[src/rtl/bp_pwm_pkg.sv]
// rtl/bp_pwm_pkg.sv - register map offsets and CTRL field positions for bp_pwm_multi
package bp_pwm_pkg;

  localparam int CTRL_OFS    = 0;
  localparam int PERIOD_OFS  = 1;
  localparam int DUTY_OFS    = 2;
  localparam int CH_STRIDE   = 2;
  localparam int CTRL_EN_LSB = 0;
  localparam int CTRL_OS_LSB = 8;

  typedef enum logic [1:0] {
    REG_NONE,
    REG_CTRL,
    REG_PERIOD,
    REG_DUTY
  } reg_kind_e;

endpackage

[src/rtl/bp_pwm_channel.sv]
// rtl/bp_pwm_channel.sv - one PWM channel: counter, shadow/active swap, one-shot
module bp_pwm_channel #(
  parameter int CNT_WIDTH = 16
) (
  input  logic                 clk,
  input  logic                 rst,
  input  logic                 en_i,
  input  logic                 oneshot_i,
  input  logic                 per_we_i,
  input  logic                 duty_we_i,
  input  logic [CNT_WIDTH-1:0] wdata_i,
  output logic [CNT_WIDTH-1:0] per_sh_o,
  output logic [CNT_WIDTH-1:0] duty_sh_o,
  output logic                 pwm_o,
  output logic                 done_o,
  output logic                 clr_o
);

  logic [CNT_WIDTH-1:0] per_sh_q, duty_sh_q;
  logic [CNT_WIDTH-1:0] per_act_q, per_act_d;
  logic [CNT_WIDTH-1:0] duty_act_q, duty_act_d;
  logic [CNT_WIDTH-1:0] cnt_q, cnt_d;
  logic                 run_q, run_d;
  logic                 os_q, os_d;
  logic                 pwm_q, pwm_d;
  logic                 done_q, done_d;

  // run_q is separate from en_i so a finished one-shot can restart if the MCU re-enables it
  always_comb begin
    cnt_d      = cnt_q;
    per_act_d  = per_act_q;
    duty_act_d = duty_act_q;
    os_d       = os_q;
    run_d      = run_q;
    pwm_d      = pwm_q;
    done_d     = 1'b0;
    clr_o      = 1'b0;
    if (!en_i) begin
      run_d = 1'b0;
      cnt_d = '0;
      pwm_d = 1'b0;
    end else if (!run_q || cnt_q == per_act_q) begin
      if (run_q && os_q) begin
        run_d  = 1'b0;
        cnt_d  = '0;
        pwm_d  = 1'b0;
        done_d = 1'b1;
        clr_o  = 1'b1;
      end else begin
        run_d      = 1'b1;
        cnt_d      = '0;
        per_act_d  = per_sh_q;
        duty_act_d = duty_sh_q;
        os_d       = oneshot_i;
        pwm_d      = (duty_sh_q != '0);
      end
    end else begin
      cnt_d = cnt_q + CNT_WIDTH'(1);
      pwm_d = (cnt_d < duty_act_q);
    end
  end

  always_ff @(posedge clk or negedge rst) begin
    if (!rst) begin
      per_sh_q   <= '0;
      duty_sh_q  <= '0;
      per_act_q  <= '0;
      duty_act_q <= '0;
      cnt_q      <= '0;
      run_q      <= 1'b0;
      os_q       <= 1'b0;
      pwm_q      <= 1'b0;
      done_q     <= 1'b0;
    end else begin
      if (per_we_i)  per_sh_q  <= wdata_i;
      if (duty_we_i) duty_sh_q <= wdata_i;
      per_act_q  <= per_act_d;
      duty_act_q <= duty_act_d;
      cnt_q      <= cnt_d;
      run_q      <= run_d;
      os_q       <= os_d;
      pwm_q      <= pwm_d;
      done_q     <= done_d;
    end
  end

  assign per_sh_o  = per_sh_q;
  assign duty_sh_o = duty_sh_q;
  assign pwm_o     = pwm_q;
  assign done_o    = done_q;

endmodule

[src/rtl/bp_pwm_multi.sv]
// rtl/bp_pwm_multi.sv - multi-channel PWM on the MCU parallel bus: write sync, decode, CTRL, readback
module bp_pwm_multi
  import bp_pwm_pkg::*;
#(
  parameter int                   CHANNELS   = 4,
  parameter int                   CNT_WIDTH  = 16,
  parameter int                   DATA_WIDTH = 16,
  parameter int                   ADD_WIDTH  = 6,
  parameter logic [ADD_WIDTH-1:0] BASE_ADD   = 6'h05
) (
  input  logic                  clk,
  input  logic                  rst,
  input  logic                  mc_we_n,
  input  logic [ADD_WIDTH-1:0]  mc_add,
  input  logic [DATA_WIDTH-1:0] mc_data_in,
  output logic [DATA_WIDTH-1:0] rd_data,
  output logic [CHANNELS-1:0]   pwm_out,
  output logic [CHANNELS-1:0]   oneshot_done,
  output logic                  busy
);

  localparam int CH_W = (CHANNELS > 1) ? $clog2(CHANNELS) : 1;

  logic                 we_s1_q, we_s2_q, we_s3_q;
  logic                 wr_stb;
  logic [ADD_WIDTH-1:0] ofs;
  reg_kind_e            kind;
  logic [CH_W-1:0]      sel_ch;
  logic [CHANNELS-1:0]  en_q, en_d, os_q, os_d, clr;
  logic [CNT_WIDTH-1:0] per_sh  [CHANNELS];
  logic [CNT_WIDTH-1:0] duty_sh [CHANNELS];

  // mc_we_n is asynchronous; two flops resynchronise it, the third gives the falling-edge detect
  always_ff @(posedge clk or negedge rst) begin
    if (!rst) begin
      we_s1_q <= 1'b0;
      we_s2_q <= 1'b0;
      we_s3_q <= 1'b0;
    end else begin
      we_s1_q <= mc_we_n;
      we_s2_q <= we_s1_q;
      we_s3_q <= we_s2_q;
    end
  end

  assign wr_stb = we_s3_q & ~we_s2_q;

  always_comb begin
    ofs    = mc_add - BASE_ADD;
    kind   = REG_NONE;
    sel_ch = '0;
    if (mc_add >= BASE_ADD) begin
      if (ofs == ADD_WIDTH'(CTRL_OFS)) kind = REG_CTRL;
      for (int i = 0; i < CHANNELS; i++) begin
        if (ofs == ADD_WIDTH'(PERIOD_OFS + CH_STRIDE * i)) begin
          kind   = REG_PERIOD;
          sel_ch = CH_W'(i);
        end
        if (ofs == ADD_WIDTH'(DUTY_OFS + CH_STRIDE * i)) begin
          kind   = REG_DUTY;
          sel_ch = CH_W'(i);
        end
      end
    end
  end

  // an MCU write to CTRL overrides a one-shot self-clear landing on the same edge
  always_comb begin
    en_d = en_q & ~clr;
    os_d = os_q;
    if (wr_stb && kind == REG_CTRL) begin
      en_d = mc_data_in[CTRL_EN_LSB +: CHANNELS];
      os_d = mc_data_in[CTRL_OS_LSB +: CHANNELS];
    end
  end

  always_ff @(posedge clk or negedge rst) begin
    if (!rst) begin
      en_q <= '0;
      os_q <= '0;
    end else begin
      en_q <= en_d;
      os_q <= os_d;
    end
  end

  always_comb begin
    rd_data = '0;
    case (kind)
      REG_CTRL: begin
        rd_data[CTRL_EN_LSB +: CHANNELS] = en_q;
        rd_data[CTRL_OS_LSB +: CHANNELS] = os_q;
      end
      REG_PERIOD: rd_data = DATA_WIDTH'(per_sh[sel_ch]);
      REG_DUTY:   rd_data = DATA_WIDTH'(duty_sh[sel_ch]);
      default:    rd_data = '0;
    endcase
  end

  for (genvar g = 0; g < CHANNELS; g++) begin : g_ch
    bp_pwm_channel #(
      .CNT_WIDTH(CNT_WIDTH)
    ) u_ch (
      .clk       (clk),
      .rst       (rst),
      .en_i      (en_q[g]),
      .oneshot_i (os_q[g]),
      .per_we_i  (wr_stb && kind == REG_PERIOD && sel_ch == CH_W'(g)),
      .duty_we_i (wr_stb && kind == REG_DUTY && sel_ch == CH_W'(g)),
      .wdata_i   (mc_data_in[CNT_WIDTH-1:0]),
      .per_sh_o  (per_sh[g]),
      .duty_sh_o (duty_sh[g]),
      .pwm_o     (pwm_out[g]),
      .done_o    (oneshot_done[g]),
      .clr_o     (clr[g])
    );
  end

  assign busy = |en_q;

endmodule

[config.mk]
export PLATFORM = sky130hd
export DESIGN_NAME = bp_pwm_multi
export DESIGN_NICKNAME = d
export VERILOG_FILES = /design/src/rtl/bp_pwm_pkg.sv /design/src/rtl/bp_pwm_channel.sv /design/src/rtl/bp_pwm_multi.sv
export SDC_FILE = /design/constraint.sdc
export NUM_CORES = 1
export LEC_CHECK = 0
export ABC_CLOCK_PERIOD_IN_PS = 6500
export CAP_MARGIN = 40
export CELL_PAD_IN_SITES_DETAIL_PLACEMENT = 0
export CELL_PAD_IN_SITES_GLOBAL_PLACEMENT = 1
export CORE_MARGIN = 2
export CORE_UTILIZATION = 54
export DETAILED_ROUTE_END_ITERATION = 8
export PLACE_DENSITY_LB_ADDON = 0.1
export SYNTH_ARGS = -nofsm -noshare
export SYNTH_HDL_FRONTEND = slang
export SYNTH_SLANG_ARGS = --single-unit
[constraint.sdc]
create_clock -name clk -period 6.5 [get_ports clk]
set_input_delay 0.975 -clock clk [delete_from_list [all_inputs] [get_ports clk]]
set_output_delay 0.975 -clock clk [all_outputs]
set_load 0.01 [all_outputs]
==> impl_metrics.tcl <==
set metrics [dict create \
    crit_top_cell "clkdlybuf4s50_1" \
    setup_viol 0 \
    firstDrtPassIters 9 \
    postCtsHoldBufs 0 \
    num_rows 69 \
    synth_flop_cell "dfrtp_1" \
    leakagePower_uw 0.00978 \
    crit_type "input pin to output pin" \
    grt_pass1_wl_um 92700 \
    synth_fp_nets 2006 \
    status "finished with violations" \
    syn_area_um2 19300 \
    clk_pin_slew_ns 0.06 \
    port_buffers 49 \
    power_density_nw_per_um2 372 \
    maxCapViolations 0 \
    final_cell_mix "dfrtp_1, nand2_1, o211ai_1, mux2_2, xor2_1" \
    rsz0062_at_grt "no" \
    antenna_found_initial 2 \
    grt_use_met1_pct 47.2 \
    via_per_inst 6.61 \
    final_common_cell "dfrtp_1" \
    ant_nets 0 \
    critPathMaxStageDelay_ns 0.81 \
    dieArea_um2 37200 \
    wire_per_inst_um 24.6 \
    io_pins 50 \
    grt_use_met3_pct 5.99 \
    drt_iter0_markers 1613 \
    synth_area_leaders "dfrtp_1, mux2_2, o211ai_1" \
    p_clk_share_pct 28.8 \
    layout.core_utilization_pct 60.5 \
    root_buffer "clkbuf_16" \
    p_comb_share_pct 36.2 \
    numCtsBuffers 40 \
    drt-total-wl_um 58900 \
    overflow 0 \
    p_switching_uw 3370 \
    required_ns 5.52 \
    drc 5 \
    multi_input_area_um2 9650 \
    place.gp.congestion 0.947 \
    grt_pass1_vias 15300 \
    crit_buf_inv 2 \
    hold_violations 0 \
    ys_ff_latch 347 \
    yosysTopAreaCellShare_pct 45.0 \
    synthToLayoutAreaGrowth_pct 11.0 \
    max_freq_mhz 181 \
    cp-end-kind "output pin" \
    dp_hpwl_um 40900 \
    cts_setup_buffers 0 \
    final_max_slew_viol_count 0 \
    slew_headroom_pct 38.0 \
    final_layout_size_suffix_gt1_share_pct 12.5 \
    clock_latency_ns 0.56 \
    dieHeight_um 193 \
    worst-r2r-cell-count 11 \
    crit_path_start_kind "input pin" \
    final-seq-area_um2 8680 \
    cp_slowest_cell "nor2_2" \
    dieWidth_um 193 \
    crit_family "simple AND/OR/NAND/NOR gates" \
    cts_repair_resize_count 0 \
    cp.arrival_ns 4.55 \
    cts_tree "yes" \
    yosys.area.top_type "dfrtp_1" \
    synthArstFlopShare_pct 100 \
    grt_util_met2_pct 50.0 \
    cts_num_sinks 347 \
    peakVddDrop_mv 0.733 \
    skew_ns 0.0146 \
    fill_cells 3067 \
    intPower_uw 4590 \
    syn_inst 1917 \
    synth.avg_cell_area_um2 10.1 \
    yosys_warnings 0 \
    ctsLongestPathBuffers 3 \
    synth_cell_types 63 \
    period_needed_ns 5.52 \
    crit_fanout 22 \
    nets 1991 \
    via_count 15800 \
    htreeDepth 2 \
    hold_depth 0 \
    insertedDiodeCount 0 \
    finalCritPeriodShare_pct 85.0 \
    violations "DRC" \
    core_um2 35400 \
    p_sw_share_pct 42.4 \
    hold_path.class "flip-flop to flip-flop" \
    ys_seq_area_share_pct 45.0 \
    fin_setup_tns_ns 0 \
    cp.depth 7 \
    crit_chain "clkdlybuf4s50_1 > or3b_1 > nor2_2 > a221o_1 > a221oi_1 > nor3_1 > clkdlybuf4s50_1" \
    grt_max_degree 132 \
    gr-usage-all-layers_pct 32.6 \
    grt-busiest-layer "met2" \
    p_seq_share_pct 35.0 \
    tightest_slew_ns 0.929 \
    synth_edf_count 0 \
    start_util_pct 54.5 \
]
## power groups by stage
stage | clock network (µW) | registers [µW] | logic (µW)
detailed placement | 0 | 2820 | 2850
floorplan | 0 | 2660 | 2020
CTS | 2320 | 2780 | 2870
finish | 2290 | 2790 | 2880
global route | 2420 | 2820 | 3120
global placement | 0 | 2810 | 2810
## state kept, by name, summed over array words and instances (netlist names), 64 cells and up
name,cells
g_ch.u_ch.duty_sh_o,64
g_ch.u_ch.cnt_q,64
g_ch.u_ch.per_sh_o,64
g_ch.u_ch.duty_act_q,64
g_ch.u_ch.per_act_q,64
## worst register-to-register path, cell delays in order, from the launching register on
cell and delay [ns]:
dfrtp_1 0.47, ha_1 0.31, inv_1 0.06, or4_1 0.60, nor2_1 0.17, xnor2_1 0.18
ha_1 0.31, nand4_1 0.16, a31oi_1 0.07, a211oi_1 0.28, o211ai_1 0.15, a21oi_1 0.19
## layer usage
| metal | up-vias | routed length (µm) |
|---|---|---|
| li1 | 7106 | - |
| met1 | 8001 | 26400 |
| met2 | 589 | 26600 |
| met3 | 130 | 4140 |
| met4 | 2 | 1770 |
| met5 | - | 13 |
## cell families (layout without fill, tap and decap cells)
logic type	Yosys count	in the layout	share of synthesized area, %
xor gates and xnor gates	120	120	5.45
muxes	132	132	7.71
and+or+nand+nor	605	605	16.2
AOI/OAI and AO/OA	423	423	16.5
buffers and inverters	226	241	4.96
adders and majority gates	64	64	4.15
DFF	347	347	45.0
## worst paths after layout
path,start,endpoint,slack (ns)
worst max-delay path,mc_add[3],rd_data[12],0.98
worst min-delay path,we_s1_q,we_s2_q,0.36
max in group asynchronous,rst,g_ch[0].u_ch.duty_act_q[5],4.69
min in group asynchronous,rst,g_ch[2].u_ch.cnt_q[10],0.48
worst max register to register,g_ch[1].u_ch.cnt_q[0],g_ch[1].u_ch.pwm_o,3.47
worst min register to register,we_s1_q,we_s2_q,0.36
## synth_stat cells (4+ instances only)
| cell type | number |
|---|---|
| o21a_1 | 4 |
| inv_1 | 76 |
| nor2b_1 | 49 |
| a21oi_1 | 50 |
| dfrtp_1 | 347 |
| a222oi_1 | 26 |
| nand2_1 | 210 |
| clkbuf_1 | 119 |
| buf_4 | 14 |
| and4_1 | 13 |
| nor3_1 | 49 |
| o21ai_0 | 9 |
| xnor2_1 | 41 |
| a221o_1 | 15 |
| nand4_1 | 59 |
| o211ai_1 | 158 |
| and3_1 | 32 |
| a21o_1 | 11 |
| o22ai_1 | 26 |
| nand3_4 | 4 |
| a22oi_1 | 24 |
| a221oi_1 | 6 |
| a311o_1 | 35 |
| xor2_1 | 79 |
| mux2_2 | 118 |
| nor4_1 | 42 |
| mux2_1 | 14 |
| a31oi_1 | 28 |
| o31ai_1 | 4 |
| ha_1 | 64 |
| nor2_1 | 59 |
| buf_6 | 5 |
| buf_2 | 5 |
| and2_1 | 8 |
| o2bb2ai_1 | 13 |
| nand3_1 | 61 |
## per-stage QoR
| stage | area, µm² | hold WS [ns] | cells | power [µW] | setup slack (ns) |
|---|---|---|---|---|---|
| finish | 21400 | 0.359 | 2393 | 7960 | 0.975 |
| global route | 21400 | 0.367 | 2393 | 8360 | 0.942 |
| CTS | 21400 | 0.362 | 2393 | 7970 | 1.15 |
| detailed placement | 20100 | 0.347 | 2321 | 5660 | 1.15 |
| global placement | 20000 | 0.334 | 2314 | 5620 | 1.21 |
| floorplan | 19300 | 0.331 | 1917 | 4670 | 2.96 |
## final cells by class
type	instances	area share (%)
multi-input combinational	1344	45.1
inverter	80	1.40
clock inverter	13	0.584
tap	461	2.69
timing repair buffer	89	4.09
sequential	347	40.6
clock buffer	59	5.62
Note: power is estimated with default switching activity, not from simulation.
